$ cat src/rtl/alien_pkg.sv
`default_nettype none
// ============================================================================
// Module  : alien_pkg
// Brief   : Shared defaults, edge-code bit positions and FSM encoding for the
//           alien-matrix edge detector.
// Revision: 1.0 - initial release
// ============================================================================
package alien_pkg;

   localparam int DEF_ALIEN_ROW    = 4;
   localparam int DEF_ALIEN_COLUMN = 8;

   // Bit positions inside HitEdgeCode
   localparam int EDGE_LEFT   = 3;
   localparam int EDGE_TOP    = 2;
   localparam int EDGE_RIGHT  = 1;
   localparam int EDGE_BOTTOM = 0;

   typedef enum logic [2:0] {
      S_IDLE     = 3'd0,
      S_LATCH    = 3'd1,
      S_SCAN_COL = 3'd2,
      S_SCAN_ROW = 3'd3,
      S_COMPARE  = 3'd4,
      S_REPORT   = 3'd5
   } state_t;

endpackage : alien_pkg
`default_nettype wire

$ cat src/rtl/alien_mask_scanner.sv
`default_nettype none
// ============================================================================
// Module  : alien_mask_scanner
// Brief   : Holds the per-frame snapshot of position and alive mask, walks the
//           columns then the rows one per cycle, and tracks the live bounding
//           box (first/last live column, last live row).
// Revision: 1.0 - initial release
// ============================================================================
module alien_mask_scanner #(
   parameter int ALIEN_ROW    = 4,
   parameter int ALIEN_COLUMN = 8,
   parameter int COL_W        = (ALIEN_COLUMN > 1) ? $clog2(ALIEN_COLUMN) : 1,
   parameter int ROW_W        = (ALIEN_ROW > 1) ? $clog2(ALIEN_ROW) : 1
) (
   input  logic                              clk,
   input  logic                              resetN,
   input  logic                              load,
   input  logic                              scanCol,
   input  logic                              scanRow,
   input  logic signed [10:0]                topLeftX,
   input  logic signed [10:0]                topLeftY,
   input  logic [ALIEN_ROW*ALIEN_COLUMN-1:0] aliveMask,
   output logic signed [10:0]                snapX,
   output logic signed [10:0]                snapY,
   output logic [COL_W-1:0]                  minCol,
   output logic [COL_W-1:0]                  maxCol,
   output logic [ROW_W-1:0]                  maxRow,
   output logic                              colLast,
   output logic                              scanDone
);

   localparam int NW = (COL_W > ROW_W) ? COL_W : ROW_W;

   logic [ALIEN_ROW*ALIEN_COLUMN-1:0]       r_mask;
   logic [NW-1:0]                           r_cnt;
   logic                                    r_found;
   logic [ALIEN_COLUMN-1:0][ALIEN_ROW-1:0]  w_colBits;
   logic [ALIEN_COLUMN-1:0]                 w_colLiveVec;
   logic [ALIEN_ROW-1:0]                    w_rowLiveVec;

   // Transpose the snapshot so each column's row bits can be OR-reduced
   for (genvar c = 0; c < ALIEN_COLUMN; c++) begin : g_col
      for (genvar r = 0; r < ALIEN_ROW; r++) begin : g_row_bit
         assign w_colBits[c][r] = r_mask[r*ALIEN_COLUMN + c];
      end
      assign w_colLiveVec[c] = |w_colBits[c];
   end

   for (genvar r = 0; r < ALIEN_ROW; r++) begin : g_row
      assign w_rowLiveVec[r] = |r_mask[r*ALIEN_COLUMN +: ALIEN_COLUMN];
   end

   assign colLast  = scanCol && (r_cnt == NW'(ALIEN_COLUMN - 1));
   assign scanDone = scanRow && (r_cnt == NW'(ALIEN_ROW - 1));

   // Snapshot on load, then one column (or row) per cycle updating the trackers
   always_ff @(posedge clk or negedge resetN) begin
      if (!resetN) begin
         r_mask  <= '0;
         snapX   <= '0;
         snapY   <= '0;
         r_cnt   <= '0;
         r_found <= 1'b0;
         minCol  <= '0;
         maxCol  <= '0;
         maxRow  <= '0;
      end else if (load) begin
         r_mask  <= aliveMask;
         snapX   <= topLeftX;
         snapY   <= topLeftY;
         r_cnt   <= '0;
         r_found <= 1'b0;
         minCol  <= '0;
         maxCol  <= '0;
         maxRow  <= '0;
      end else if (scanCol) begin
         if (w_colLiveVec[r_cnt[COL_W-1:0]]) begin
            if (!r_found) begin
               minCol  <= r_cnt[COL_W-1:0];
               r_found <= 1'b1;
            end
            maxCol <= r_cnt[COL_W-1:0];
         end
         // Counter is reused for the row pass, so wrap after the last column
         r_cnt <= colLast ? '0 : r_cnt + NW'(1);
      end else if (scanRow) begin
         if (w_rowLiveVec[r_cnt[ROW_W-1:0]]) begin
            maxRow <= r_cnt[ROW_W-1:0];
         end
         r_cnt <= r_cnt + NW'(1);
      end
   end

endmodule : alien_mask_scanner
`default_nettype wire

$ cat src/rtl/alien_matrix_edge_detector.sv
`default_nettype none
// ============================================================================
// Module  : alien_matrix_edge_detector
// Brief   : Once per frame finds the live bounding box of the alien matrix,
//           compares it to the playfield borders and issues at most one
//           collision report; also flags a defeated matrix and a ground hit.
// Revision: 1.0 - initial release
// ============================================================================
module alien_matrix_edge_detector import alien_pkg::*; #(
   parameter int ALIEN_ROW     = DEF_ALIEN_ROW,
   parameter int ALIEN_COLUMN  = DEF_ALIEN_COLUMN,
   parameter int ALIEN_W       = 32,
   parameter int ALIEN_H       = 32,
   parameter int LEFT_BORDER   = 0,
   parameter int RIGHT_BORDER  = 639,
   parameter int BOTTOM_BORDER = 400
) (
   input  logic                              clk,
   input  logic                              resetN,
   input  logic                              startOfFrame,
   input  logic                              playGame,
   input  logic signed [10:0]                topLeftX,
   input  logic signed [10:0]                topLeftY,
   input  logic [ALIEN_ROW*ALIEN_COLUMN-1:0] aliveMask,
   output logic                              collision,
   output logic [3:0]                        HitEdgeCode,
   output logic                              matrixDefeated,
   output logic                              alienReachedBottom
);

   localparam int COL_W = (ALIEN_COLUMN > 1) ? $clog2(ALIEN_COLUMN) : 1;
   localparam int ROW_W = (ALIEN_ROW > 1) ? $clog2(ALIEN_ROW) : 1;

   localparam logic signed [11:0] c_leftBorder   = 12'(LEFT_BORDER);
   localparam logic signed [11:0] c_rightBorder  = 12'(RIGHT_BORDER);
   localparam logic signed [11:0] c_bottomBorder = 12'(BOTTOM_BORDER);

   state_t                r_state;
   logic                  r_defeatArmed;
   logic                  r_left;
   logic                  r_right;
   logic                  r_bottom;

   logic signed [10:0]    w_snapX;
   logic signed [10:0]    w_snapY;
   logic [COL_W-1:0]      w_minCol;
   logic [COL_W-1:0]      w_maxCol;
   logic [ROW_W-1:0]      w_maxRow;
   logic                  w_colLast;
   logic                  w_scanDone;

   logic signed [11:0]    w_xExt;
   logic signed [11:0]    w_yExt;
   logic signed [11:0]    w_offL;
   logic signed [11:0]    w_offR;
   logic signed [11:0]    w_offB;
   logic signed [11:0]    w_leftX;
   logic signed [11:0]    w_rightX;
   logic signed [11:0]    w_bottomY;
   logic [3:0]            w_code;

   alien_mask_scanner #(
      .ALIEN_ROW    (ALIEN_ROW),
      .ALIEN_COLUMN (ALIEN_COLUMN),
      .COL_W        (COL_W),
      .ROW_W        (ROW_W)
   ) u_scanner (
      .clk       (clk),
      .resetN    (resetN),
      .load      (r_state == S_LATCH),
      .scanCol   (r_state == S_SCAN_COL),
      .scanRow   (r_state == S_SCAN_ROW),
      .topLeftX  (topLeftX),
      .topLeftY  (topLeftY),
      .aliveMask (aliveMask),
      .snapX     (w_snapX),
      .snapY     (w_snapY),
      .minCol    (w_minCol),
      .maxCol    (w_maxCol),
      .maxRow    (w_maxRow),
      .colLast   (w_colLast),
      .scanDone  (w_scanDone)
   );

   // Bounding-box edges in 12-bit signed pixels; one extra bit avoids overflow
   always_comb begin
      w_xExt    = {w_snapX[10], w_snapX};
      w_yExt    = {w_snapY[10], w_snapY};
      w_offL    = 12'(int'(w_minCol) * ALIEN_W);
      w_offR    = 12'((int'(w_maxCol) + 1) * ALIEN_W);
      w_offB    = 12'((int'(w_maxRow) + 1) * ALIEN_H);
      w_leftX   = w_xExt + w_offL;
      w_rightX  = w_xExt + w_offR - 12'sd1;
      w_bottomY = w_yExt + w_offB - 12'sd1;
   end

   // Assemble the edge code from the registered flags; top is never reported
   always_comb begin
      w_code              = '0;
      w_code[EDGE_LEFT]   = r_left;
      w_code[EDGE_TOP]    = 1'b0;
      w_code[EDGE_RIGHT]  = r_right;
      w_code[EDGE_BOTTOM] = r_bottom;
   end

   // Frame sequencer with registered pulse and flag outputs
   always_ff @(posedge clk or negedge resetN) begin
      if (!resetN) begin
         r_state            <= S_IDLE;
         r_defeatArmed      <= 1'b1;
         r_left             <= 1'b0;
         r_right            <= 1'b0;
         r_bottom           <= 1'b0;
         collision          <= 1'b0;
         HitEdgeCode        <= '0;
         matrixDefeated     <= 1'b0;
         alienReachedBottom <= 1'b0;
      end else begin
         collision      <= 1'b0;
         HitEdgeCode    <= '0;
         matrixDefeated <= 1'b0;
         if (!playGame) begin
            r_state            <= S_IDLE;
            r_defeatArmed      <= 1'b1;
            alienReachedBottom <= 1'b0;
         end else begin
            case (r_state)
               S_IDLE: begin
                  if (startOfFrame) r_state <= S_LATCH;
               end
               S_LATCH: begin
                  // Empty mask: report defeat once, then stay quiet until refilled
                  if (aliveMask == '0) begin
                     if (r_defeatArmed) begin
                        matrixDefeated <= 1'b1;
                        r_defeatArmed  <= 1'b0;
                     end
                     r_state <= S_IDLE;
                  end else begin
                     r_defeatArmed <= 1'b1;
                     r_state       <= S_SCAN_COL;
                  end
               end
               S_SCAN_COL: begin
                  if (w_colLast) r_state <= S_SCAN_ROW;
               end
               S_SCAN_ROW: begin
                  if (w_scanDone) r_state <= S_COMPARE;
               end
               S_COMPARE: begin
                  r_left   <= (w_leftX <= c_leftBorder);
                  r_right  <= (w_rightX >= c_rightBorder);
                  r_bottom <= (w_bottomY >= c_bottomBorder);
                  r_state  <= S_REPORT;
               end
               S_REPORT: begin
                  if (r_left || r_right || r_bottom) begin
                     collision   <= 1'b1;
                     HitEdgeCode <= w_code;
                  end
                  if (r_bottom) alienReachedBottom <= 1'b1;
                  r_state <= S_IDLE;
               end
               default: r_state <= S_IDLE;
            endcase
         end
      end
   end

endmodule : alien_matrix_edge_detector
`default_nettype wire
$ cat config.mk
export PLATFORM = sky130hd
export DESIGN_NAME = alien_matrix_edge_detector
export DESIGN_NICKNAME = d
export VERILOG_FILES = /design/src/rtl/alien_pkg.sv /design/src/rtl/alien_mask_scanner.sv /design/src/rtl/alien_matrix_edge_detector.sv
export SDC_FILE = /design/constraint.sdc
export NUM_CORES = 1
export LEC_CHECK = 0
export CAP_MARGIN = 20
export CORE_MARGIN = 10
export CORE_UTILIZATION = 55
export DETAILED_ROUTE_END_ITERATION = 12
export GPL_TIMING_DRIVEN = 0
export PLACE_DENSITY = 0.9
export SLEW_MARGIN = 40
export SYNTH_ARGS = -nofsm -noshare
export SYNTH_HDL_FRONTEND = slang
export SYNTH_SLANG_ARGS = --single-unit
export TNS_END_PERCENT = 50
$ cat constraint.sdc
create_clock -name clk -period 3.5 [get_ports clk]
set_clock_uncertainty 0.2 [all_clocks]
set_input_delay 0.35 -clock clk [delete_from_list [all_inputs] [get_ports clk]]
set_output_delay 0.35 -clock clk [all_outputs]
set_load 0.05 [all_outputs]
* After elaboration in Yosys (flattened, before gate mapping)
Cells that the tools add are included.
Word-level totals: flip-flop bits (word level) 80, input bits 58, output and inout port bits 7, word-level logic and storage cells 118
Cells by class: add/subtract/negate cells 8, magnitude comparators 5, equal/unequal tests 15, multiplexer cells 44, reductions and logical operators 29
Operators with widths (count):
- $mux W3 | 15
- $logic_not A32 Y1 | 1
- $reduce_or A4 Y1 | 8
- $reduce_or A8 Y1 | 4
- $add A11 B9 Y12 | 2
- $sub A12 B2 Y12 const B | 2
- $mux W1 | 18
- $pmux W3 S5 | 1
- $add A11 B10 Y12 | 1
- $ge A12 B10 Y1 const B | 1
- $ge A12 B11 Y1 const B | 1
- $le A12 B1 Y1 const B | 1
- $mux W4 | 3
- $mux W2 | 5
- $ne A2 B1 Y1 const B | 5
- $eq A3 B2 Y1 const B | 3
- $eq A3 B3 Y1 const B | 3
- $ne A3 B3 Y1 const B | 3
- $reduce_and A3 Y1 | 3
- $reduce_bool A2 Y1 | 4
- $reduce_and A2 Y1 | 3
- $add A3 B1 Y4 const B | 1
- $lt A3 B4 Y1 const B | 1
- $add A2 B1 Y3 const B | 1
- 9 further kinds | 11

* Logic depth before layout (Yosys ltp)
Gate-level depths: netlist of run 1.
depth in word-level cells 7, gate-level depth with buffers 12, gate-level depth less buffers 12

* By module
Synthesis of run 1 repeated with hierarchy kept, for this count alone.
Unflattened totals: cells, all modules 454, area, all modules 4760.8 µm²
By module, submodules not included:
- alien_mask_scanner | instances 1, cells each 217, area each 2882.8 µm², seq. area each 1651.6 µm²
- alien_matrix_edge_detector | instances 1, cells each 237, area each 1878.1 µm², seq. area each 326.6 µm²

* Least setup slack after synthesis of run 1
No wires, ideal clock.
kind register to register, from reg u_scanner.maxCol[0], to reg r_right, library setup time 124 ps, arrival time 2290 ps, data required time 3176 ps, setup slack 886 ps, cell stages (with the launch flop) 12, buffers on the path 0, clock period less this slack 2614 ps, cells stage by stage dfrtp_1 ha_1 xnor2_1 ha_1 inv_1 ha_1 a21oi_1 o21ai_0 a21oi_1 o21ai_0 xor2_1 o31a_1
Between the ends: longest elaborated chain between the ends 4
Ends and longest elaborated chain:
- start, declared | RTL line alien_mask_scanner.sv:26 | output logic [COL_W-1:0] maxCol,
- start signal, assigned | RTL line alien_mask_scanner.sv:82 | maxCol <= r_cnt[COL_W-1:0];
- $add A3 B1 Y4 | RTL line alien_matrix_edge_detector.sv:90 | w_offR = 12'((int'(w_maxCol) + 1) * ALIEN_W);
- $add A11 B10 Y12 | RTL line alien_matrix_edge_detector.sv:93 | w_rightX = w_xExt + w_offR - 12'sd1;
- $sub A12 B2 Y12 | RTL line alien_matrix_edge_detector.sv:93
- $ge A12 B11 Y1 | RTL line alien_matrix_edge_detector.sv:152 | r_right <= (w_rightX >= c_rightBorder);
- end signal, assigned | RTL line alien_matrix_edge_detector.sv:152
- end, declared | RTL line alien_matrix_edge_detector.sv:41 | logic r_right;
No other way between the ends. A chain may end at the register's enable or synchronous reset.

* Worst setup path in the final report of run 1
Same ends and word-level chain as after synthesis.

==> impl_metrics.csv, run 1 <==
group,metric,value,unit
sta,slew_headroom,60.46,%
sta,worst_slew_pin_slew,0.5931,ns
cells_and_area,finalNonFillerCells,631,
die,rows,33,
sta,finalCritPeriodShare,84.64,%
critical_path,critical_path_class,"flop to flop",
cells_and_area,fin_nets,617,
placed_design,place_area,5323,µm²
detailed_routing,wirelength,10.84,mm
placed_design,dpl.hpwl,8.319,mm
grt,overflow,0,
cells_and_area,final_common_cell,"dfrtp_1",
synthesis,syn_nets,541,
critical_path,critical_path.cell_chain,"ha_1 -> xnor2_1 -> ha_1 -> inv_1 -> ha_1 -> a21oi_1 -> o21ai_0 -> a21oi_1 -> o21ai_0 -> xor2_1 -> o31a_1",
clocking,cts_buffer_depth,2,
critical_path,cp_common_cell,"ha_1",
detailed_routing,first_pass_iters,5,
synthesis,synth-compound-area-share,11.90,%
sta,grt_setup_unrepaired,"false",
critical_path,worstPathRequired,3.54,ns
clocking,postCtsSetupRepairBufs,0,
die,initial_core_util,55.71,%
power,power.density,690.2,nW/µm²
power,ir_drop,298.8,µV
synthesis,yosys-top-cells-area,"dfrtp_1 (43%), ha_1 (9.7%), mux2_2 (9.2%)",
placed_design,buffer_ports.inserted,63,
critical_path,critPathTopFamily,"compound AO/OA/AOI/OAI gates",
clocking,cts_sinks,79,
run,maxCapViolCount,0,
cells_and_area,fin_util,68.47,%
sta,hold_viol_final,0,
critical_path,crit_fanout,4,
cells_and_area,fin_area,5569,µm²
synthesis,netlist_area,4532,µm²
cells_and_area,layout_common_cells,"dfrtp_1 (78), clkdlybuf4s50_1 (62), inv_1 (46), mux2_2 (37), o21ai_0 (37)",
detailed_routing,met3WireLength,591,µm
detailed_routing,first_iter_violations,153,
sta,fin_crit,2.962,ns
synthesis,seq_area_frac_synth,43.65,%
clocking,h-tree-depth,3,
synthesis,avgSynthCellArea,10.18,µm²
grt,grt_pass1_wl,18.30,mm
clocking,clk_latency,0.36,ns
sta,slew_viol_final,0,
critical_path,crit_slowest_cell,"dfrtp_1",
run_status,outcome,"completed",
sta,fmax,0.3376,GHz
critical_path,slowest_delay,0.46,ns
power,p_total,3.844,mW
synthesis,yosys.area.top_type,"dfrtp_1",
grt,antenna_found_initial,0,
clocking,cts-root-buf,"clkbuf_8",
clocking,cts_inserted_buffers,9,
detailed_routing,met2WireLength,5.229,mm
clocking,path_clk_slew,0.09,ns
cells_and_area,drive_gt1_share,13.69,%
synthesis,synthSimpleGateAreaFrac,14.66,%
sta,setup_viol,0,
placed_design,dp.cells,614,
power,cellLeakagePower,2.419,nW
grt,grtUsageTotal,17.56,%
synthesis,ys_ff_latch,79,
cells_and_area,syn_to_final_growth,22.89,%
synthesis,synth_top_family_by_area,"simple AND/OR/NAND/NOR gates",
sta,timing.hold.ws,0.2118,ns
die,fp.dieH,110.8,µm
die,fp.dieArea,12270,µm²
hold_path,hp-class,"input pin to async pin",
synthesis,synthMuxAreaShare,11.02,%
detailed_routing,remaining_drc_errors,0,
die,fp.dieW,110.8,µm
critical_path,crit_buf_inv,1,
synthesis,yosys.area.top_type_share,43.07,%
synthesis,ys_types,58,
clocking,cts_tree,"done",
placed_design,place.gp.congestion,0.8898,
die,ioPinCount,65,
critical_path,critPathLaunchType,"flop",
grt,grt_max_degree,56,
detailed_routing,wl_met1,4.772,mm
detailed_routing,ant_nets,0,
synthesis,async_flop_share,100.0,%
grt,grt_pass1_vias,3849,
detailed_routing,num_vias,3593,
detailed_routing,wire_per_inst,17.18,µm
critical_path,end_kind,"flop",
cells_and_area,n_antenna_cell,0,
synthesis,synth_flop_cell,"dfrtp_1",
detailed_routing,highest_layer,"met4",
synthesis,syn_inst,445,
synthesis,synthAdderAreaFrac,10.99,%
die,design.core.area,8134,µm²
detailed_routing,viasPerCell,5.694,
synthesis,yosysWarnings,0,
synthesis,synth_xor_area_share,2.512,%
synthesis,synth_edf_count,0,
critical_path,cp.arrival,3.01,ns
==> where the power goes <==
| group | switching, mW | internal, mW |
|---|---|---|
| clock network | 0.347 | 0.473 |
| logic | 0.869 | 0.801 |
| registers | 0.216 | 1.14 |
==> cell usage after synthesis, types with 2 or more instances <==
cell,count
ha_1,35
a31oi_1,4
nor2b_4,2
xnor2_1,9
mux2i_1,6
nor2b_1,3
nor4_1,17
o21ai_0,37
o211ai_1,2
nand3_1,7
inv_1,46
buf_2,5
a21o_1,3
fa_1,3
clkbuf_1,5
o31a_1,2
o31ai_1,2
buf_4,2
nand2b_1,8
dfrtp_1,78
nand2_1,32
a21oi_1,17
o21a_1,3
nor2_1,27
o21bai_1,2
mux2_2,37
nand4_1,6
and2_1,3
nor3_1,7
or4_1,2
xor2_1,4
nand3b_1,3
==> layer usage <==
| metal | global-route usage, % | vias up |
|---|---|---|
| li1 | - | 1717 |
| met3 | 4.221 | 25 |
| met1 | 20.98 | 1736 |
| met5 | 0 | - |
| met2 | 29.40 | 115 |
| met4 | 7.378 | 0 |
==> registers in the layout, indices dropped and copies added, names as in the netlist, 2 cells and up <==
name and flops:
u_scanner.maxRow 2, u_scanner.minCol 3, r_state 3, u_scanner.maxCol 3
HitEdgeCode 3, u_scanner.snapX 11, u_scanner.r_cnt 3, u_scanner.snapY 11
u_scanner.r_mask 32
==> path summary, 6_finish.rpt <==
kind	from	endpoint	slack, ns	cells after the start
worst min register to register	alienReachedBottom	alienReachedBottom	0.30	1
worst max register to register	u_scanner.maxCol[0]	r_right	0.54	11
max in group asynchronous	resetN	r_defeatArmed	2.29	3
worst max-delay path	u_scanner.maxCol[0]	r_right	0.54	11
min in group clk	alienReachedBottom	alienReachedBottom	0.30	1
worst min-delay path	resetN	u_scanner.snapX[2]	0.21	2
==> worst register-to-register path, cell delays in order (launching register included) <==
cell,delay [ns]
dfrtp_1,0.46
ha_1,0.24
xnor2_1,0.12
ha_1,0.27
inv_1,0.04
ha_1,0.33
a21oi_1,0.23
o21ai_0,0.12
a21oi_1,0.23
o21ai_0,0.16
xor2_1,0.17
o31a_1,0.28
==> cell families (layout without fill, tap and decap cells) <==
kind of cell / count (synthesis) / after routing
other: 1 / 1
AO/OA/AOI/OAI: 86 / 86
XOR/XNOR: 13 / 13
AND/OR/NAND/NOR: 125 / 125
multiplexers: 44 / 44
buffers and inverters: 59 / 140
flip-flops: 79 / 79
adder cells (fa/ha/maj): 38 / 38
==> final cells by class <==
| cell class | count | area (µm²) |
|---|---|---|
| clock buffers | 10 | 127.6 |
| plain buffers | 13 | 62.56 |
| fillers | 601 | 2565 |
| clock inverters | 6 | 108.9 |
| multi-input cells | 307 | 2318 |
| repair buffers | 65 | 669.4 |
| well taps | 105 | 131.4 |
| flip-flops and latches | 79 | 1978 |
| inverters | 46 | 172.7 |
==> through the flow <==
step | setup TNS (ns) | setup WS (ns)
6_report | 0 | 0.5377
5_1_grt | 0 | 0.3900
4_1_cts | 0 | 0.5556
3_3_place_gp | -59.19 | -0.7642
2_1_floorplan | 0 | 0.8859
3_5_place_dp | 0 | 0.6008
==> repair_timing <==
action | in CTS | in global routing
setup endpoints to repair | 0 | 0
endpoints found under the hold margin | 78 | 0
resized for setup | 0 | 0
hold buffers | 1 | 0
No activity file was read; power rests on OpenSTA's default activity.
==> run 2: changes to the inputs <==
- CORE_UTILIZATION: 55 -> 50
- PLACE_DENSITY: 0.9 -> 0.87
- clock period: 3.5 -> 2.6 ns (I/O delays scaled with it)
==> impl_metrics.csv, run 2 (synthesis results as in run 1) <==
group,metric,value,unit
critical_path,r2r_setup_slack,-0.09,ns
power,p_sw,2.231,mW
clocking,cts_tree,"done",
cells_and_area,largest_register_ffs,32,
sta,finalCritPeriodShare,103.6,%
cells_and_area,top_register,"u_scanner.r_mask",
critical_path,critPathLaunchType,"flop",
die,fp.dieW,115.2,µm
clocking,cts_inserted_buffers,9,
grt,overflow,0,
sta,worst_slew_pin_slew,0.5911,ns
hold_path,hp-class,"input pin to async pin",
clocking,clk_latency,0.36,ns
power,switching_share,38.75,%
power,p_int,3.526,mW
die,fp.dieH,115.2,µm
detailed_routing,viasPerCell,5.729,
cells_and_area,drive_gt1_share,19.85,%
critical_path,r2r-start,"u_scanner.maxCol[0]",
run_status,violations,"negative setup slack",
sta,fin_crit,2.694,ns
cells_and_area,fin_nets,625,
sta,hold_viol_final,0,
die,ioPinCount,65,
detailed_routing,ant_nets,0,
critical_path,r2r_cells,11,
grt,antenna_found_initial,0,
clocking,h-tree-depth,3,
placed_design,place.gp.congestion,0.9564,
placed_design,buffer_ports.inserted,63,
run,maxCapViolCount,0,
cells_and_area,syn_to_final_growth,27.86,%
critical_path,end_kind,"flop",
power,cellLeakagePower,2.463,nW
grt,grtUsageTotal,17.62,%
cells_and_area,fin_util,66.12,%
power,combPwrFrac,50.3,%
detailed_routing,remaining_drc_errors,0,
power,power_frac_clock,17.9,%
sta,slew_viol_final,0,
run_status,outcome,"complete, but fails checks",
clocking,cts_sinks,79,
sta,grt_setup_unrepaired,"true",
critical_path,crit_fanout,4,
clocking,path_clk_slew,0.09,ns
grt,grt_pass1_vias,3886,
grt,grt_pass1_wl,18.78,mm
critical_path,critical_path_class,"flop to flop",
clocking,cts_buffer_depth,2,
die,initial_core_util,51.71,%
grt,grt_max_degree,65,
cells_and_area,final_common_cell,"dfrtp_1",
detailed_routing,wire_per_inst,18.57,µm
die,rows,34,
cells_and_area,largest_registers,"u_scanner.r_mask x32, u_scanner.snapX x11, u_scanner.snapY x11",
grt,grtUsageMet1,20.69,%
detailed_routing,first_iter_violations,157,
sta,slew_headroom,60.60,%
detailed_routing,num_vias,3678,
die,design.core.area,8763,µm²
sta,layout_setup_ws,-0.09425,ns
clocking,cts-root-buf,"clkbuf_8",
power,ir_drop,394.1,µV
detailed_routing,wirelength,11.93,mm
sta,fmax,0.3712,GHz
cells_and_area,layout_common_cells,"dfrtp_1 (78), clkdlybuf4s50_1 (62), inv_1 (41), mux2_2 (37), o21ai_0 (34)",
sta,tns,-0.09425,ns
critical_path,worstPathRequired,2.64,ns
cells_and_area,n_antenna_cell,0,
detailed_routing,first_pass_iters,4,
placed_design,dpl.hpwl,8.660,mm
power,power.density,993.7,nW/µm²
critical_path,r2r-end,"r_right",
critical_path,cp.arrival,2.74,ns
grt,grt_use_met2,30.03,%
grt,grtUsageMet3,4.531,%
grt,top_usage_layer,"met2",
sta,setup_viol,1,
die,fp.dieArea,13270,µm²
power,power_frac_seq,31.8,%
==> run 2: changes by cell type in the layout (fill, tap and decap cells not counted), sizes merged <==
cell,change
clkbuf,-1
bufinv,-1
buf,+8
inv,+1
clkinv,+1
==> run 2: worst max-delay path by stage <==
stage,startpoint,end,slack (ns),depth (start not counted)
after detailed placement,u_scanner.maxCol[0],r_right,-0.28,11
final,u_scanner.maxCol[0],r_right,-0.09,11
after floorplan,u_scanner.maxCol[0],r_right,0.01,11
after CTS,u_scanner.maxCol[0],r_right,0.005,11
after global placement,resetN,u_scanner.r_mask[26],-1.58,1
after global routing,u_scanner.maxCol[0],r_right,-0.18,11
==> run 2: area by class of cell <==
class / instances / area [µm²]
Multi-Input combinational cell: 307 / 2492
Inverter: 46 / 172.7
Timing Repair Buffer: 73 / 733.2
Tap cell: 108 / 135.1
Clock inverter: 7 / 96.34
Clock buffer: 9 / 123.9
Sequential cell: 79 / 1978
Buffer: 13 / 62.56
Fill cell: 667 / 2969
==> run 2: power by group through the flow <==
stage	sequential, mW	clock, mW	combinational, mW
6_report	1.83	1.03	2.90
5_1_grt	1.86	1.09	3.17
4_1_cts	1.81	1.04	2.55
3_5_place_dp	1.83	0	2.23
3_3_place_gp	1.81	0	2.07
2_1_floorplan	1.73	0	1.72
==> run 2: metrics by stage <==
step           hold WS, ns  setup WS (ns)  instance area [µm²]  power [mW]  cells
6_report           0.09244       -0.09425                 5794       5.758    642
5_1_grt             0.1114        -0.1767                 5794       6.117    642
4_1_cts            0.09807       0.005352                 5668       5.391    638
3_3_place_gp        0.2664         -1.578                 5298       3.882    616
3_5_place_dp      -0.09864        -0.2824                 5326       4.064    617
2_1_floorplan      -0.2356        0.01030                 4532       3.453    445
==> run 2: what timing repair did <==
item / in CTS / in global routing
setup buffers: 4 / 4
endpoints found under the hold margin: 78 / 0
endpoints found under the setup margin: 2 / 2
hold buffers: 1 / 0
pin swaps: 9 / 21
resized for setup: 14 / 19
==> run 2: per-layer routing <==
layer	share of wire, %	vias up
li1	-	1733
met1	42	1800
met2	50	110
met3	4.9	35
met4	3.3	0
met5	0	-
==> run 2: worst max-delay path: stages (launching register included) <==
cell and delay, ns:
dfrtp_1 0.44, buf_6 0.14, ha_1 0.28, inv_1 0.06, ha_4 0.28, o21ai_1 0.10, a21oi_2 0.26, o22ai_2 0.11
xor2_1 0.17, o41a_1 0.19, a21oi_1 0.08, o31a_1 0.27
